[config.mk]
export PLATFORM = sky130hd
export DESIGN_NAME = sequenciador_de_busca
export DESIGN_NICKNAME = d
export VERILOG_FILES = /design/src/rtl/sequenciador_de_busca.sv
export SDC_FILE = /design/constraint.sdc
export NUM_CORES = 1
export LEC_CHECK = 0
export CORE_UTILIZATION = 42
export DETAILED_ROUTE_END_ITERATION = 6
export GPL_TIMING_DRIVEN = 1
export MAX_ROUTING_LAYER = met4
export PLACE_DENSITY = 0.82
export SYNTH_ARGS = -nofsm -noshare
export SYNTH_HDL_FRONTEND = slang
export SYNTH_SLANG_ARGS = --single-unit
[constraint.sdc]
create_clock -name clock_i -period 1.85 [get_ports clock_i]
set_input_delay 0.555 -clock clock_i [delete_from_list [all_inputs] [get_ports clock_i]]
set_output_delay 0.555 -clock clock_i [all_outputs]
set_load 0.005 [all_outputs]
[src/rtl/sequenciador_de_busca.sv]
// Fetch/step sequencer for the control unit.
// It generates the 2-bit step counter, owns the PC, and loads the instruction
// register (IIN) and the LDI immediate from the instruction ROM. It applies
// the PC update or conditional branch at the end of each instruction, and it
// freezes the machine when it decodes HLT.
// The branch offset is a 3-bit field, so ADDR_W must be at least 4.
module sequenciador_de_busca #(
  parameter int unsigned ADDR_W   = 6,
  parameter int unsigned RESET_PC = 0
) (
  input  logic              clock_i,
  input  logic              reset_i,
  input  logic              run_i,
  input  logic [8:0]        mem_data_i,
  input  logic              pc_wr_enable_i,
  input  logic              branch_select_i,
  input  logic              rx_zero_i,
  output logic [1:0]        counter_o,
  output logic [8:0]        iin_o,
  output logic [8:0]        imm_o,
  output logic [ADDR_W-1:0] mem_addr_o,
  output logic [ADDR_W-1:0] pc_o,
  output logic              halted_o
);

  // State code doubles as the step counter; S_HALT reads back as step 00.
  typedef enum logic [2:0] {
    S_FETCH  = 3'b000,
    S_DECODE = 3'b001,
    S_EXEC   = 3'b010,
    S_WRITE  = 3'b011,
    S_HALT   = 3'b100
  } state_t;

  localparam logic [2:0] OP_HLT = 3'b011;
  localparam logic [2:0] OP_LDI = 3'b101;
  localparam logic [ADDR_W-1:0] PC_RESET_VAL = ADDR_W'(RESET_PC);

  state_t            state_q;
  logic [ADDR_W-1:0] pc_q;
  logic [8:0]        iin_q;
  logic [8:0]        imm_q;
  logic              halted_q;

  logic [ADDR_W-1:0] pc_plus1_d;
  logic [ADDR_W-1:0] pc_plus2_d;
  logic [ADDR_W-1:0] pc_branch_d;
  logic [ADDR_W-1:0] pc_next_d;
  logic              is_ldi_d;
  logic              is_hlt_d;

  // Sign-extend the 3-bit branch offset to the PC width.
  function automatic logic [ADDR_W-1:0] sext_offset(input logic [2:0] off);
    return {{(ADDR_W-3){off[2]}}, off};
  endfunction

  // PC candidates and the end-of-instruction PC choice (branch > LDI > +1).
  always_comb begin
    is_ldi_d    = (iin_q[8:6] == OP_LDI);
    is_hlt_d    = (iin_q[8:6] == OP_HLT);
    pc_plus1_d  = pc_q + ADDR_W'(1);
    pc_plus2_d  = pc_q + ADDR_W'(2);
    pc_branch_d = pc_plus1_d + sext_offset(iin_q[2:0]);
    if (branch_select_i && rx_zero_i) begin
      pc_next_d = pc_branch_d;
    end else if (is_ldi_d) begin
      pc_next_d = pc_plus2_d;
    end else begin
      pc_next_d = pc_plus1_d;
    end
  end

  // ROM address: look one word ahead during decode to pick up an LDI immediate.
  always_comb begin
    case (state_q)
      S_DECODE: mem_addr_o = pc_plus1_d;
      default:  mem_addr_o = pc_q;
    endcase
  end

  // Sequencer FSM: step advance, IIN/IMM loads, PC update and halt latch.
  always_ff @(posedge clock_i) begin
    if (reset_i) begin
      state_q  <= S_FETCH;
      pc_q     <= PC_RESET_VAL;
      iin_q    <= 9'h000;
      imm_q    <= 9'h000;
      halted_q <= 1'b0;
    end else if (run_i) begin
      case (state_q)
        S_FETCH: begin
          iin_q   <= mem_data_i;
          state_q <= S_DECODE;
        end
        S_DECODE: begin
          if (is_hlt_d) begin
            halted_q <= 1'b1;
            state_q  <= S_HALT;
          end else begin
            if (is_ldi_d) begin
              imm_q <= mem_data_i;
            end
            state_q <= S_EXEC;
          end
        end
        S_EXEC: begin
          state_q <= S_WRITE;
        end
        S_WRITE: begin
          if (pc_wr_enable_i) begin
            pc_q <= pc_next_d;
          end
          state_q <= S_FETCH;
        end
        S_HALT: begin
          state_q <= S_HALT;
        end
        default: begin
          state_q <= S_FETCH;
        end
      endcase
    end
  end

  assign counter_o = state_q[1:0];
  assign iin_o     = iin_q;
  assign imm_o     = imm_q;
  assign pc_o      = pc_q;
  assign halted_o  = halted_q;

endmodule
* Word level (Yosys, flattened, before mapping)
Index checks and enable logic that the tools add are counted.
Cells by class: add/subtract/negate cells 3, reduce and logical (&&, ||, !) cells 6, muxes and demuxes 5, bitwise logic cells 1, eq/ne operators 6
Operators by type and width (count):
- 6-bit two-way mux | 3
- 3-bit case mux with 4 select lines | 1
- 3-bit by 2-bit == test with 1-bit output, second input constant | 3
- 6-bit by 1-bit adder with 6-bit output, second input constant | 1
- 6-bit by 2-bit adder with 6-bit output, second input constant | 1
- 6-bit adder | 1
- 3-bit == test, second input constant | 2
- 3-bit AND reduction | 2
- 4-bit AND reduction | 1
- 3-bit by 1-bit == test with 1-bit output, second input constant | 1
- 3-bit zero test | 1
- 3-bit two-way mux | 1
- 2-bit AND reduction | 1
- 1-bit logical AND | 1
- 1-bit inverter | 1
Word-level totals: register bits after elaboration 28, input bits 15

* Longest topological paths before layout
depth in word-level cells 3, gate-level depth with buffers 9

* Worst setup path after synthesis
Ideal clock, no wire load.
kind flip-flop to flip-flop, from reg pc_q[1], in the netlist pc_o[1], to reg pc_q[5], in the netlist pc_o[5], path slack -111 ps, clock period less this slack 1961 ps, stages on the path, launching flop included 9, data required time 1749 ps, data arrival time 1860 ps, buffers on the path 0, path through dfxtp_1 -> ha_1 -> xor2_1 -> ha_1 -> o21ai_0 -> o21bai_1 -> a21oi_1 -> xnor2_1 -> o41ai_1
Between the ends: cells in the longest elaborated chain, start to end 3
Ends and longest elaborated chain:
- start: declaration | RTL line 40 | logic [ADDR_W-1:0] pc_q;
- start signal: assignment | RTL line 111 | pc_q <= pc_next_d;
- 6-bit by 1-bit adder with 6-bit output / 6-bit by 2-bit adder with 6-bit output (equally long branches) | RTL line 61, 62
- 6-bit adder / 6-bit two-way mux (equally long branches) | RTL line 63, 66
- 6-bit two-way mux * | RTL line 64 | if (branch_select_i && rx_zero_i) begin
Mark *: on every way between the ends. The rest lies on a longest branch, timed or not. A chain may end at the register's enable or synchronous reset.

* Final worst setup path
from reg state_q[1], to out mem_addr_o[4]
Between the ends: cells in the longest elaborated chain, start to end 2
Ends and longest elaborated chain:
- start: declaration | RTL line 39 | state_t state_q;
- start signal: assignment | RTL line 84 | state_q <= S_FETCH;
- start signal: assignment | RTL line 93 | state_q <= S_DECODE;
- start signal: assignment | RTL line 98 | state_q <= S_HALT;
- 3-bit by 1-bit == test with 1-bit output | RTL line 75 | case (state_q)
- 6-bit two-way mux | RTL line 75
- end: declaration | RTL line 21 | output logic [ADDR_W-1:0] mem_addr_o,
No other way between the ends.

==> metrics.yaml <==
start_util_pct: 44.0
post-route-min-period_ns: 2.04
slew_violations: 0
status: "complete, but fails checks"
filler_cell_count: 258
p_leak_nw: 1.30
place_congestion: 0.887
drt_wl_total_um: 5360
synth_seq_area_share_pct: 34.6
synth.yosys.warnings: 0
synth.mux.area_fraction_pct: 8.10
instances_no_fill: 326
via_per_inst: 5.46
grt_pass1_wl_um: 7700
max-vdd-ir-drop_v: 0.000400
synth_nets: 216
setup_viol: 9
critPathKind: "reg -> out"
antenna_found_initial: 0
rsz0062_at_grt: "true"
vias: 1781
tightest_slew_ns: 0.367
cts.hold.buffers_added: 0
clock-sinks: 28
synth_edf_count: 0
portBuffers: 47
synth-adder-area-share_pct: 7.41
synth_top_family_by_area: "simple AND/OR/NAND/NOR gates"
synthFlopType: "dfxtp_1"
coreArea_um2: 3690
synth_area_per_cell_um2: 8.45
synth_top_area_share_pct: 34.6
dpl.hpwl_um: 3060
grt_max_degree: 21
p_per_area_nw_per_um2: 509
cp-start-kind: "flip-flop"
ys_types: 42
clock_latency_ns: 0.29
violations: "negative setup slack"
clock_skew_ns: 0.0126
die_w_um: 64.1
whs_ns: 0.460
synth-seq-cells: 28
fmax_ghz: 0.490
cp-end-kind: "output port"
h-tree-depth: 1
drc_errors: 0
gr-usage-all-layers_pct: 24.5
cts_root_buf: "clkbuf_8"
worstReg2RegEnd: "pc_o[5]"
cp-endpoint: "mem_addr_o[4]"
worstPathRequired_ns: 1.29
cp.arrival_ns: 1.49
overflow: 0
antennaDiodeCount: 0
reg2regPathDepth: 10
top_level_ports: 48
drv_cap: 0
drt_iter0_markers: 100
cts_made_buffers: 3
ys_top_cells_by_area: "dfxtp_1 (35%), mux2i_1 (7.4%), nand2_1 (6.3%)"
die_y_um: 64.1
synth-compound-area-share_pct: 15.5
syn_inst: 192
timing.rr.start: "pc_o[0]"
ys_async_sr_fraction_pct: 0
nNetsFinal: 303
fin_ws_ns: -0.191
cts_tree: "done"
final_layout_size_suffix_gt1_share_pct: 35.3
grt_pass1_vias: 1721
wire_per_inst_um: 16.5
ant_nets: 0
clock_path_buffers: 2
netlist_area_um2: 1620
finalCritPeriodShare_pct: 110
path_max_fanout: 3
area_growth_pct: 70.0
hold_path_class: "reg -> reg"
maxSlewHeadroom_pct: 75.5
drt_first_pass_iters: 4
dieArea_um2: 4110
synth_xor_area_share_pct: 7.56
row_count: 22
critPathLaunch: "state_q[1]"
rrSetupSlack_ns: -0.15
dp.cells: 308
synth_top_area_cell: "dfxtp_1"
finalHoldViolCount: 0
synth_simple_gate_area_share_pct: 21.5
clk_pin_slew_ns: 0.11
[area by class of cell]
cell class,instances,area [µm²],area share [%]
timing repair buffer,95,873,31.7
clock inverter,1,30.0,1.09
inverter,3,11.3,0.409
tap,48,60.1,2.18
sequential,28,581,21.1
multi-input combinational,148,1160,42.1
clock buffer,3,41.3,1.50
[synthesized netlist by cell type (2+ instances only)]
library cell,number
a211oi_1,5
a21o_1,2
a21oi_1,20
buf_4,4
clkbuf_1,4
clkbuf_2,3
dfxtp_1,28
ha_1,8
inv_1,3
mux2i_1,12
nand2_1,27
nand3_1,7
nand3b_1,2
nand4_1,2
nor2_1,20
o21ai_0,7
xnor2_1,11
xor2_1,3
[per-layer routing]
layer	up-vias	part of all wire [%]	track usage [%]
met5	-	0	-
li1	848	-	-
met1	832	41	28.9
met3	19	5.0	3.57
met4	0	3.5	8.89
met2	82	50	42.3
[layout by cell type, fill, tap and decap left out, types with 4 or more instances in the layout]
| cell type | netlist | layout |
|---|---|---|
| a211oi_2 | 0 | 4 |
| a21oi_1 | 20 | 18 |
| buf_2 | 1 | 5 |
| buf_4 | 4 | 37 |
| buf_6 | 1 | 10 |
| clkdlybuf4s50_1 | 0 | 35 |
| dfxtp_1 | 28 | 16 |
| dfxtp_2 | 0 | 10 |
| dlymetal6s2s_1 | 0 | 4 |
| ha_4 | 0 | 5 |
| mux2i_1 | 12 | 12 |
| nand2_1 | 27 | 25 |
| nand3_1 | 7 | 6 |
| nor2_1 | 20 | 18 |
| o21ai_0 | 7 | 4 |
| xnor2_1 | 11 | 8 |
[cells by family after synthesis]
family | count (synthesis)
AOI/OAI and AO/OA | 42
and+or+nand+nor | 70
muxes | 13
xor gates and xnor gates | 14
adders and majority gates | 9
DFF | 28
buffers and inverters | 16
[power breakdown]
part           leakage, nW  total [W]  switching (W)  internal, W
sequential           0.233   0.000638      0.0000190     0.000619
clock               0.0357   0.000497       0.000207     0.000290
combinational         1.03   0.000267       0.000118     0.000149
[flip-flops by register name, indices dropped and copies added, names as in the netlist]
signal	count
iin_o	9
imm_o	9
pc_o	6
state_q	3
halted_o	1
[per-stage QoR]
step           total power (W)  util, %  area, µm²  setup TNS, ns  setup slack (ns)
2_1_floorplan         0.000751        -       1630        -0.0206           -0.0206
3_3_place_gp          0.000868     63.9       2360          -2.15            -0.203
3_5_place_dp          0.000871     63.9       2360          -2.67            -0.295
4_1_cts                0.00137     69.1       2550         -0.881            -0.189
5_1_grt                0.00146     74.7       2760          -1.98            -0.296
6_report               0.00140     74.7       2760          -1.19            -0.191
[critical path, cell delays in order (launching register included)]
cell and delay, ns:
dfxtp_2 0.35, nor3b_4 0.24, buf_4 0.15, buf_6 0.10, nand4_1 0.09, xnor2_1 0.14, buf_2 0.13
[how the worst min path moves through the flow]
stage | startpoint | endpoint | depth (start not counted)
3_3_place_gp | iin_o[4] | iin_o[4] | 2
4_1_cts | iin_o[4] | iin_o[4] | 2
6_report | iin_o[4] | iin_o[4] | 2
2_1_floorplan | iin_o[3] | iin_o[3] | 2
5_1_grt | iin_o[3] | iin_o[3] | 2
3_5_place_dp | iin_o[4] | iin_o[4] | 2
[what timing repair did]
action / in CTS / in global routing
setup buffers: 5 / 9
resized for setup: 48 / 33
setup endpoints to repair: 12 / 19
pin swaps: 7 / 26
Note: power is estimated with default switching activity, not from simulation.
